File: config.mk
export PLATFORM = sky130hd
export DESIGN_NAME = i2s_dma_sched_flat
export DESIGN_NICKNAME = d
export VERILOG_FILES = /design/src/rtl/i2s_dma_sched_if.sv /design/src/rtl/i2s_dma_sched.sv /design/src/flat_wrapper.sv
export SDC_FILE = /design/constraint.sdc
export NUM_CORES = 1
export LEC_CHECK = 0
export CAP_MARGIN = 20
export CORE_AREA = 2 2 56 58
export CTS_CLUSTER_DIAMETER = 50
export DETAILED_ROUTE_END_ITERATION = 8
export DIE_AREA = 0 0 58 60
export DONT_BUFFER_PORTS = 1
export PLACE_DENSITY = 0.77
export SYNTH_ARGS = -nofsm -noshare
export SYNTH_HDL_FRONTEND = slang
export SYNTH_SLANG_ARGS = --single-unit
File: constraint.sdc
create_clock -name clk_i -period 2.45 [get_ports clk_i]
set_input_delay 0.49 -clock clk_i [delete_from_list [all_inputs] [get_ports clk_i]]
set_output_delay 0.49 -clock clk_i [all_outputs]
set_load 0.05 [all_outputs]
File: src/rtl/i2s_dma_sched_if.sv
// DMA request/beat handshake between the I2S scheduler and the system DMA.
interface i2s_dma_sched_if #(
  parameter int unsigned BURST_WIDTH = 5
);
  logic                   dma_req_o;
  logic                   dma_dir_o;
  logic [BURST_WIDTH-1:0] dma_len_o;
  logic                   dma_ack_i;
  logic                   dma_beat_i;
  logic                   dma_done_o;
  logic                   dma_abort_o;

  modport master (
    output dma_req_o, dma_dir_o, dma_len_o, dma_done_o, dma_abort_o,
    input  dma_ack_i, dma_beat_i
  );

  modport slave (
    input  dma_req_o, dma_dir_o, dma_len_o, dma_done_o, dma_abort_o,
    output dma_ack_i, dma_beat_i
  );
endinterface

File: src/rtl/i2s_dma_sched.sv
// I2S TX/RX FIFO DMA request scheduler: threshold monitoring, round-robin
// arbitration, single outstanding burst with beat tracking, and IRQ flags.
module i2s_dma_sched #(
  parameter int unsigned FIFO_DEPTH     = 64,
  parameter int unsigned LOG_FIFO_DEPTH = $clog2(FIFO_DEPTH),
  parameter int unsigned BURST_WIDTH    = 5
) (
  input  logic                    clk_i,
  input  logic                    rst_i,
  input  logic                    en_i,
  input  logic                    flush_i,
  input  logic                    txie_i,
  input  logic                    rxie_i,
  input  logic [4:0]              tx_th_i,
  input  logic [4:0]              rx_th_i,
  input  logic [BURST_WIDTH-1:0]  burst_len_i,
  input  logic [LOG_FIFO_DEPTH:0] tx_elem_i,
  input  logic [LOG_FIFO_DEPTH:0] rx_elem_i,
  i2s_dma_sched_if.master         dma,
  output logic                    busy_o,
  output logic                    tx_irq_o,
  output logic                    rx_irq_o
);

  localparam int unsigned EW = LOG_FIFO_DEPTH + 1;
  localparam logic [EW-1:0] DEPTH_W = EW'(FIFO_DEPTH);

  typedef enum logic [1:0] {IDLE, REQ, XFER, DONE} state_e;

  state_e                 state_q, state_d;
  logic                   dir_q, dir_d;
  logic [BURST_WIDTH-1:0] len_q, len_d;
  logic [BURST_WIDTH-1:0] cnt_q, cnt_d;
  logic                   last_grant_q, last_grant_d;
  logic                   abort_q, abort_d;
  logic                   tx_irq_q, tx_irq_d;
  logic                   rx_irq_q, rx_irq_d;

  logic [BURST_WIDTH-1:0] eff_len;
  logic [EW-1:0]          eff_len_w;
  logic [EW-1:0]          tx_free;
  logic                   run_ok;
  logic                   tx_need;
  logic                   rx_need;
  logic                   abort_req;
  logic                   grant_rx;

  // Service-need evaluation against thresholds and burst fit
  always_comb begin
    eff_len   = (burst_len_i == '0) ? BURST_WIDTH'(1) : burst_len_i;
    eff_len_w = EW'(eff_len);
    tx_free   = DEPTH_W - tx_elem_i;
    run_ok    = en_i & ~flush_i;
    tx_need   = run_ok & (tx_elem_i <= EW'(tx_th_i)) & (tx_free >= eff_len_w);
    rx_need   = run_ok & (rx_elem_i > EW'(rx_th_i)) & (rx_elem_i >= eff_len_w);
    abort_req = flush_i | ~en_i;
    tx_irq_d  = txie_i & en_i & (tx_elem_i <= EW'(tx_th_i));
    rx_irq_d  = rxie_i & en_i & (rx_elem_i > EW'(rx_th_i));
  end

  // Next-state logic: grant, handshake, beat countdown and abort
  always_comb begin
    state_d      = state_q;
    dir_d        = dir_q;
    len_d        = len_q;
    cnt_d        = cnt_q;
    last_grant_d = last_grant_q;
    abort_d      = 1'b0;
    grant_rx     = 1'b0;
    case (state_q)
      IDLE: begin
        if (tx_need | rx_need) begin
          // RX wins only when alone or when TX was served last
          grant_rx = rx_need & (~tx_need | ~last_grant_q);
          dir_d    = grant_rx;
          len_d    = eff_len;
          state_d  = REQ;
        end
      end
      REQ: begin
        if (abort_req) begin
          state_d = IDLE;
          abort_d = 1'b1;
          cnt_d   = '0;
        end else if (dma.dma_ack_i) begin
          state_d = XFER;
          cnt_d   = len_q;
        end
      end
      XFER: begin
        if (abort_req) begin
          state_d = IDLE;
          abort_d = 1'b1;
          cnt_d   = '0;
        end else if (dma.dma_beat_i) begin
          if (cnt_q == BURST_WIDTH'(1)) begin
            state_d = DONE;
            cnt_d   = '0;
          end else begin
            cnt_d = cnt_q - BURST_WIDTH'(1);
          end
        end
      end
      DONE: begin
        last_grant_d = dir_q;
        state_d      = IDLE;
      end
      default: state_d = IDLE;
    endcase
  end

  // State and datapath registers
  always_ff @(posedge clk_i or posedge rst_i) begin
    if (rst_i) begin
      state_q      <= IDLE;
      dir_q        <= 1'b0;
      len_q        <= '0;
      cnt_q        <= '0;
      last_grant_q <= 1'b1;
      abort_q      <= 1'b0;
      tx_irq_q     <= 1'b0;
      rx_irq_q     <= 1'b0;
    end else begin
      state_q      <= state_d;
      dir_q        <= dir_d;
      len_q        <= len_d;
      cnt_q        <= cnt_d;
      last_grant_q <= last_grant_d;
      abort_q      <= abort_d;
      tx_irq_q     <= tx_irq_d;
      rx_irq_q     <= rx_irq_d;
    end
  end

  assign dma.dma_req_o   = (state_q == REQ);
  assign dma.dma_dir_o   = dir_q;
  assign dma.dma_len_o   = len_q;
  assign dma.dma_done_o  = (state_q == DONE);
  assign dma.dma_abort_o = abort_q;
  assign busy_o          = (state_q != IDLE);
  assign tx_irq_o        = tx_irq_q;
  assign rx_irq_o        = rx_irq_q;

endmodule

File: src/flat_wrapper.sv
// flat-port wrapper written by rule: the top's interface ports become plain ports
module i2s_dma_sched_flat 
#(
  parameter int unsigned FIFO_DEPTH     = 64,
  parameter int unsigned LOG_FIFO_DEPTH = $clog2(FIFO_DEPTH),
  parameter int unsigned BURST_WIDTH    = 5
)
  (clk_i, rst_i, en_i, flush_i, txie_i, rxie_i, tx_th_i, rx_th_i, burst_len_i, tx_elem_i, rx_elem_i, busy_o, tx_irq_o, rx_irq_o, dma_dma_req_o, dma_dma_dir_o, dma_dma_len_o, dma_dma_done_o, dma_dma_abort_o, dma_dma_ack_i, dma_dma_beat_i);
  i2s_dma_sched_if #(.BURST_WIDTH(BURST_WIDTH)) dma_i ();
  input  logic clk_i;
  input  logic rst_i;
  input  logic en_i;
  input  logic flush_i;
  input  logic txie_i;
  input  logic rxie_i;
  input  logic [4:0] tx_th_i;
  input  logic [4:0] rx_th_i;
  input  logic [BURST_WIDTH-1:0] burst_len_i;
  input  logic [LOG_FIFO_DEPTH:0] tx_elem_i;
  input  logic [LOG_FIFO_DEPTH:0] rx_elem_i;
  output logic busy_o;
  output logic tx_irq_o;
  output logic rx_irq_o;
  output wire logic [$bits(dma_i.dma_req_o)-1:0] dma_dma_req_o;
  output wire logic [$bits(dma_i.dma_dir_o)-1:0] dma_dma_dir_o;
  output wire logic [$bits(dma_i.dma_len_o)-1:0] dma_dma_len_o;
  output wire logic [$bits(dma_i.dma_done_o)-1:0] dma_dma_done_o;
  output wire logic [$bits(dma_i.dma_abort_o)-1:0] dma_dma_abort_o;
  input wire logic [$bits(dma_i.dma_ack_i)-1:0] dma_dma_ack_i;
  input wire logic [$bits(dma_i.dma_beat_i)-1:0] dma_dma_beat_i;
  assign dma_dma_req_o = dma_i.dma_req_o;
  assign dma_dma_dir_o = dma_i.dma_dir_o;
  assign dma_dma_len_o = dma_i.dma_len_o;
  assign dma_dma_done_o = dma_i.dma_done_o;
  assign dma_dma_abort_o = dma_i.dma_abort_o;
  assign dma_i.dma_ack_i = dma_dma_ack_i;
  assign dma_i.dma_beat_i = dma_dma_beat_i;
  i2s_dma_sched #(.FIFO_DEPTH(FIFO_DEPTH), .LOG_FIFO_DEPTH(LOG_FIFO_DEPTH), .BURST_WIDTH(BURST_WIDTH)) u_core (.clk_i(clk_i), .rst_i(rst_i), .en_i(en_i), .flush_i(flush_i), .txie_i(txie_i), .rxie_i(rxie_i), .tx_th_i(tx_th_i), .rx_th_i(rx_th_i), .burst_len_i(burst_len_i), .tx_elem_i(tx_elem_i), .rx_elem_i(rx_elem_i), .dma(dma_i), .busy_o(busy_o), .tx_irq_o(tx_irq_o), .rx_irq_o(rx_irq_o));
endmodule
==> run summary <==
Outcome: finished, final reports clean
Via count: 1,210
Post-placement cell area: 1600 um2
Drt pass-1 iters: 6
Crit end category: register
Min Clock Period, post-route: 2.24 ns
Slew Viols, Final: 0
EDFF count, synth: 0
Sequential Power Share: 47.8%
Max_slew headroom: 56.7%
Worst endpoint data arrival time: 2.41 ns
Post-synth ARST share: 100%
Pleak: 0.794 nW
Worst-path clk slew: 0.10 ns
Most frequent cell after synthesis: ha_1
Register area share after synthesis: 28.7%
Setup CP Type: in -> reg
Pwr Total: 1.53 mW
# hold bufs at CTS: 0
Syn-to-layout area delta: 9.25%
Total Nets Final: 237
Synthesized Nets: 225
DRC Markers: 0
Total grt overflow: 0
Core ar.: 2900 um2
Setup ws final: 0.208 ns
CTS resizes: 0
Routed vias/inst: 5.93
Pwr dens: 940 nW/um2
Synth area leader: dfrtp_1
Syn. warnings: 0
Worst Path Max Fanout: 5
Setup crit start kind: input pin
Ports: 49
Post-Syn Area: 1490 um2
RD Place Congestion: 0.815
CTS HTree Levels: 1
Yosys top cell area share: 26.9%
Ys flop type: dfrtp_1
First-pass GRT wire length: 5930 um
Net Sw Frac: 52.1%
Ratio of final minimum period to clock period: 91.5%
Largest net degree at the start of global routing: 18
Synth unique cells: 44
1st-iter DRT viols: 48
GRT Util Overall: 22.3%
Cell row count: 20
Tightest Hold Check Type: in -> async
Sw power: 0.796 mW
CTS tree: built
IO buf count: 0
Routed WL per cell: 16.6 um
Die ar.: 3480 um2
Final hold vios: 0
Post CTS Setup Buffer Count: 0
Peak supply drop: 0.000587 V
Worst Tran Pin Value: 0.645 ns
Final WL: 3390 um
Vias in the first global route: 1,334
Clock root cell: clkbuf_4
RSZ-0062 raised after global routing: false
Worst skew pair latency: 0.29 ns
Ratio of cells with drive above 1 in the final layout: 11.7%
Clock Sinks: 17
Gate power share: 42.4%
Setup tns final: 0 ns
Initial Util: 51.3%
Internal power: 0.732 mW
DP Worst Slack: -0.113 ns
CP cell instances: inv_2 -> ha_4 -> nand2b_1 -> nor2_1 -> xnor2_1 -> ha_1 -> o21ai_0 -> a21oi_1 -> o311a_1 -> o21ai_2 -> mux2_1
Vert. Die Dim: 60 um
CTS Buffer Depth: 2
# Max-Cap Violations: 0
Crit path largest cell delay: 0.37 ns
Clk network pwr share: 9.8%
Cells after Synth: 160
ANT nets after route: 0
CP max stage cell: mux2_1
CP required: 2.62 ns
Avg Cell Area, Syn: 9.30 um2
Fmax: 0.446 GHz
FF+latch count, synth: 17
Design area: 1630 um2
Top cells by count, synth: ha_1, inv_1, dfrtp_1
Chip Width: 58 um
# diodes: 0
Final setup vio count: 0
DP HPWL: 2920 um
Antenna violations before repair: 0
Cts bufs inserted: 3
Worst Skew: 0.00414 ns
Main area contributors after synthesis: dfrtp_1, ha_1, inv_1
critical path, delay by kind of cell:
family | cells | cell delay (ns)
compound gates | 4 | 0.75
xor+xnor | 1 | 0.14
fa+ha+maj | 2 | 0.39
buf+inv | 1 | 0.06
mux | 1 | 0.37
simple gates | 2 | 0.21
power by group through the flow:
| stage | Combinational (mW) | Sequential (mW) | Clock, mW |
|---|---|---|---|
| floorplan | 0.502 | 0.694 | 0 |
| finish | 0.648 | 0.730 | 0.150 |
| detailed placement | 0.642 | 0.736 | 0 |
| global route | 0.723 | 0.752 | 0.168 |
| global placement | 0.596 | 0.723 | 0 |
| CTS | 0.649 | 0.730 | 0.152 |
final cells by class:
| class | instances | area, um2 |
|---|---|---|
| Timing Repair Buffer | 8 | 60.1 |
| Clock buffer | 3 | 22.5 |
| Sequential cell | 17 | 427 |
| Tap cell | 33 | 41.3 |
| Clock inverter | 1 | 5.00 |
| Multi-Input combinational cell | 117 | 976 |
| Fill cell | 258 | 1280 |
| Inverter | 25 | 93.8 |
path summary, 6_finish.rpt:
kind / start / endpoint / slack (ns) / depth (start not counted)
min reg2reg: u_core.cnt_q[1]$_DFFE_PP0P_ / u_core.cnt_q[1]$_DFFE_PP0P_ / 0.52 / 2
min in group clk_i: burst_len_i[1] / u_core.dma.dma_len_o[1]$_DFFE_PP0P_ / 0.32 / 1
max: tx_elem_i[0] / u_core.dma.dma_len_o[4]$_DFFE_PP0P_ / 0.21 / 11
min: rst_i / u_core.state_q[1]$_DFFE_PP0P_ / 0.15 / 1
max in group asynchronous: rst_i / u_core.cnt_q[4]$_DFFE_PP0P_ / 1.89 / 1
max reg2reg: u_core.state_q[0]$_DFFE_PP0P_ / u_core.cnt_q[4]$_DFFE_PP0P_ / 0.46 / 8
sequential cells by signal, indices dropped and copies added, names as in the netlist:
name                    count
u_core.last_grant_q         1
u_core.tx_irq_o             1
u_core.dma.dma_len_o        5
u_core.dma.dma_dir_o        1
u_core.dma.dma_abort_o      1
u_core.rx_irq_o             1
u_core.cnt_q                5
u_core.state_q              2
cell usage in the layout (no fill, tap or decap), drive strengths merged, types with 2 or more instances in the layout:
| cell | netlist | final |
|---|---|---|
| a21o | 2 | 2 |
| and3 | 3 | 3 |
| nor3b | 2 | 2 |
| o21ai | 13 | 13 |
| nand3b | 3 | 3 |
| a211oi | 3 | 3 |
| a2111o | 2 | 2 |
| o311a | 2 | 2 |
| inv | 25 | 25 |
| nand2b | 3 | 3 |
| a21oi | 8 | 8 |
| clkbuf | 1 | 3 |
| buf | 0 | 8 |
| nand3 | 2 | 2 |
| mux2 | 7 | 7 |
| nand2 | 6 | 6 |
| dfrtp | 16 | 16 |
| xnor2 | 3 | 3 |
| nor3 | 2 | 2 |
| ha | 28 | 28 |
| nor2b | 2 | 2 |
| nor2 | 9 | 9 |
kinds of logic (layout without fill, tap and decap cells):
logic type      Yosys count  after routing  share of synthesized area (%)
mux                       8              8                           6.22
fa+ha+maj                28             28                           23.5
simple gates             37             37                           13.7
compound gates           40             40                           18.9
flops                    17             17                           28.7
xor+xnor                  4              4                           2.36
buf+inv                  26             37                           6.56
per-layer routing:
metal	global-route usage (%)	part of all wire [%]	vias up	routed length [um]
li1	-	-	596	-
met1	24.1	38	572	1290
met2	42.9	56	36	1880
met3	5.63	4.7	6	160
met4	5.98	1.6	0	53
met5	0	0	-	0
per-stage QoR:
step	hold WS [ns]	instances	utilization, %
5_1_grt	0.204	204	56.0
2_1_floorplan	0.415	160	-
4_1_cts	0.182	204	56.0
3_3_place_gp	0.483	200	55.0
3_5_place_dp	0.496	200	55.0
6_report	0.153	204	56.0
Note: power is estimated with default switching activity, not from simulation.
